===== src/rtl/universal_shift_reg.sv =====
// Universal N-bit shift register: hold, shift right, shift left and parallel load.
// Also tracks same-direction shifts and pulses word_valid when a full N-bit frame has been shifted in.
module universal_shift_reg #(
  parameter int N  = 8,
  parameter int CW = $clog2(N)
) (
  input  logic          clk,
  input  logic          reset,
  input  logic          en,
  input  logic [1:0]    mode,
  input  logic          si_r,
  input  logic          si_l,
  input  logic [N-1:0]  d,
  output logic [N-1:0]  q,
  output logic          so_r,
  output logic          so_l,
  output logic [CW-1:0] bit_cnt,
  output logic          word_valid
);

  localparam logic [1:0] MODE_HOLD = 2'b00;
  localparam logic [1:0] MODE_SR   = 2'b01;
  localparam logic [1:0] MODE_SL   = 2'b10;
  localparam logic [1:0] MODE_LOAD = 2'b11;
  localparam logic       DIR_RIGHT = 1'b0;
  localparam logic       DIR_LEFT  = 1'b1;

  logic [N-1:0]  q_p0;
  logic [CW-1:0] cnt_p0;
  logic          vld_p0;
  logic          dir_p0;

  logic          shift;
  logic          shift_dir;

  function automatic logic frame_end(input logic [CW-1:0] c);
    return c == CW'(N - 1);
  endfunction

  always_comb begin
    shift     = en && ((mode == MODE_SR) || (mode == MODE_SL));
    shift_dir = (mode == MODE_SL) ? DIR_LEFT : DIR_RIGHT;
  end

  // Stage p0: register contents, frame counter, direction flag and frame pulse
  always_ff @(posedge clk) begin
    if (reset) begin
      q_p0   <= '0;
      cnt_p0 <= '0;
      vld_p0 <= 1'b0;
      dir_p0 <= DIR_RIGHT;
    end else begin
      vld_p0 <= 1'b0;
      if (en) begin
        case (mode)
          MODE_SR:   q_p0 <= {si_r, q_p0[N-1:1]};
          MODE_SL:   q_p0 <= {q_p0[N-2:0], si_l};
          MODE_LOAD: begin
            q_p0   <= d;
            cnt_p0 <= '0;
          end
          MODE_HOLD: q_p0 <= q_p0;
          default:   q_p0 <= q_p0;
        endcase
      end
      if (shift) begin
        dir_p0 <= shift_dir;
        // A reversal starts a new frame with this shift as its first bit
        if (shift_dir != dir_p0) begin
          cnt_p0 <= CW'(1);
        end else if (frame_end(cnt_p0)) begin
          cnt_p0 <= '0;
          vld_p0 <= 1'b1;
        end else begin
          cnt_p0 <= cnt_p0 + CW'(1);
        end
      end
    end
  end

  assign q          = q_p0;
  assign bit_cnt    = cnt_p0;
  assign word_valid = vld_p0;
  assign so_r       = q_p0[0];
  assign so_l       = q_p0[N-1];

endmodule

===== config.mk =====
export PLATFORM = sky130hd
export DESIGN_NAME = universal_shift_reg
export DESIGN_NICKNAME = d
export VERILOG_FILES = /design/src/rtl/universal_shift_reg.sv
export SDC_FILE = /design/constraint.sdc
export NUM_CORES = 1
export LEC_CHECK = 0
export ABC_AREA = 1
export CORE_ASPECT_RATIO = 0.7
export CORE_MARGIN = 2
export CORE_UTILIZATION = 40
export CTS_BUF_LIST = sky130_fd_sc_hd__clkbuf_4 sky130_fd_sc_hd__clkbuf_8
export CTS_CLUSTER_SIZE = 20
export DETAILED_ROUTE_END_ITERATION = 12
export PLACE_DENSITY = 0.72
export SETUP_SLACK_MARGIN = 0.4
export SLEW_MARGIN = 10
export SYNTH_ARGS = -nofsm -noshare
export SYNTH_HDL_FRONTEND = slang
export SYNTH_SLANG_ARGS = --single-unit

===== constraint.sdc =====
create_clock -name clk -period 1.77 [get_ports clk]
set_clock_uncertainty 0.15 [all_clocks]
set_input_delay 0.2655 -clock clk [delete_from_list [all_inputs] [get_ports clk]]
set_output_delay 0.2655 -clock clk [all_outputs]
set_load 0.005 [all_outputs]

==> impl_metrics.toml <==
[run_status]
status = "finished, final reports clean"

[power_and_ir_drop]
power.switching_mw = 0.225
p_int_mw = 0.528
p_comb_frac = 0.293
p_per_area_nw_per_um2 = 590
seq_power_share = 0.436
swShare = 0.299
p_clk_frac = 0.271
p_leak_nw = 0.641
peakVddDrop_mv = 0.577
power.total_mw = 0.753

[yosys]
synth_warnings = 0
syn_inst = 125
synth.top_cell.area_share = 0.316
async_flop_share = 0
syn-num-nets = 146
seq_area_frac_synth = 0.316
synth_top_cell_by_area = "dfxtp_1"
synth_area_um2 = 823
synth_edf_count = 0
syn_avg_cell_area_um2 = 6.59
synth_ff_type = "dfxtp_1"
synth_cell_type_count = 19
yosys_register_bits = 13
yosys-top-cells-area = "dfxtp_1, nand2_1, inv_1"

[grt]
grt_pass1_wl_um = 3740
gr-total-overflow = 0
grt_max_degree = 14
antenna_found_initial = 0
grt_pass1_vias = 877
track_usage = 0.200

[final_layout]
drive_above_1_share = 0.289
diodes = 0
fin_nets = 188
nFillCells = 145
finish.instance_area_um2 = 1280
syn2layout_area_growth_pct = 55.0
layout.cells.non_filler = 188

[critical_path]
arrival_ns = 1.42
required_ns = 1.82
end_kind = "flop"
cp-start-kind = "flop"
worstPathMaxFanout = 3
path_class = "reg -> reg"

[sta]
fmax_ghz = 0.732
setup_viol_count_final = 0
period_share = 0.772
slew_headroom = 0.657
period_needed_ns = 1.37
hold_violations = 0
slew_violations = 0
setup-tns-final_ns = 0
worst_pin_slew_ns = 0.512
rsz0062_at_grt = "yes"

[drt]
via_per_inst = 4.99
via_count = 939
first_iter_violations = 18
drtAntennaViolNets = 0
wire_per_inst_um = 12.3
drt_wl_total_um = 2310
drc = 0
drt_first_pass_iters = 4

[placed_design]
dp.cells = 172
dp_hpwl_um = 1510
postPlaceCellArea_um2 = 1110
place_congestion = 0.803
port_buffers = 28

[clock_network]
worstSkewPairLatency_ns = 0.28
clk_pin_slew_ns = 0.08
clock_path_buffers = 2
cts_max_level = 1
numCtsBuffers = 3
cts_hold_buf = 0
cts-root-buf = "clkbuf_4"
clock-sinks = 13
cts_tree = "built"

[floorplanning]
die_w_um = 58.2
die_h_um = 42.0
fp.dieArea_um2 = 2440
io_pins = 29
initial_core_util = 0.433
core_area_um2 = 1900
rows = 13

[job]
max_cap_viol_count = 0

[min_path]
hp-class = "reg -> reg"
-- metal layers --
metal,share of wire,GRT usage,vias up
li1,-,-,474
met1,0.47,0.255,423
met2,0.47,0.323,36
met3,0.057,0.0685,6
met4,0.013,0.0465,0
met5,0,0,-
-- final timing paths --
path	from	to	slack [ns]	cells past startpoint
hold / removal	dir_p0	dir_p0	0.34	2
hold reg to reg	dir_p0	dir_p0	0.34	2
setup reg to reg	bit_cnt[0]	bit_cnt[2]	0.40	7
setup / recovery	bit_cnt[0]	bit_cnt[2]	0.40	7
-- cell type report --
| class | count | area, um2 | share of cell area |
|---|---|---|---|
| clock buffers | 4 | 30.0 | 0.0235 |
| inverters | 28 | 108 | 0.0843 |
| multi-input cells | 79 | 469 | 0.368 |
| flip-flops and latches | 13 | 274 | 0.215 |
| well taps | 22 | 27.5 | 0.0216 |
| repair buffers | 42 | 368 | 0.288 |
-- cells in the mapped netlist (2+ instances only) --
library cell and count:
a21oi_1 17, a21oi_2 2, buf_4 3, dfxtp_1 13, ha_1 6, inv_1 26, inv_2 2, nand2_1 27
nand3_1 17, nor2_1 3
-- cell families (layout without fill, tap and decap cells) --
logic type	count (synthesis)	after routing	share of synthesized area
buffers and inverters	34	74	0.178
AOI/OAI and AO/OA	21	21	0.140
and+or+nand+nor	51	52	0.275
adders and majority gates	6	6	0.0912
DFF	13	13	0.316
-- cells in the final DEF (no fill, tap or decap), drive strengths merged --
| cell type | instances |
|---|---|
| a211oi | 1 |
| a21oi | 19 |
| and2 | 1 |
| buf | 14 |
| clkbuf | 5 |
| clkdlybuf4s15 | 2 |
| clkdlybuf4s50 | 12 |
| dfxtp | 13 |
| dlygate4sd2 | 13 |
| ha | 6 |
| inv | 28 |
| nand2 | 30 |
| nand3 | 17 |
| nor2 | 3 |
| nor3 | 1 |
| o21ai | 1 |
-- timing repair --
| item | 4_1_cts | 5_1_grt |
|---|---|---|
| endpoints found under the setup margin | 27 | 13 |
| gates resized for setup | 35 | 11 |
| pin swaps | 4 | 4 |
| gates cloned | 1 | 0 |
| setup buffers | 10 | 1 |
-- power groups by stage --
stage / clock, mW / combinational (mW) / sequential (mW)
after floorplan: 0 / 0.0992 / 0.335
after global placement: 0 / 0.183 / 0.336
after detailed placement: 0 / 0.188 / 0.337
after CTS: 0.207 / 0.211 / 0.326
after global routing: 0.220 / 0.243 / 0.330
final: 0.204 / 0.220 / 0.328
-- sequential cells by signal (all words and copies together), names as in the netlist --
| signal | flops |
|---|---|
| word_valid | 1 |
| dir_p0 | 1 |
| bit_cnt | 3 |
| q | 8 |
-- critical path, stage by stage (launching register included) --
cell,delay (ns)
dfxtp_2,0.34
buf_6,0.12
ha_4,0.15
ha_4,0.25
inv_2,0.03
nor2_2,0.08
nand2_1,0.05
a21oi_1,0.11
-- per-stage QoR --
stage	utilization	setup slack (ns)	hold WS (ns)
4_1_cts	0.651	0.366	0.342
6_report	0.671	0.404	0.344
5_1_grt	0.671	0.334	0.380
3_3_place_gp	0.584	-0.0939	0.332
3_5_place_dp	0.584	-0.187	0.332
2_1_floorplan	-	0.484	0.260
Note: power is estimated with default switching activity, not from simulation.
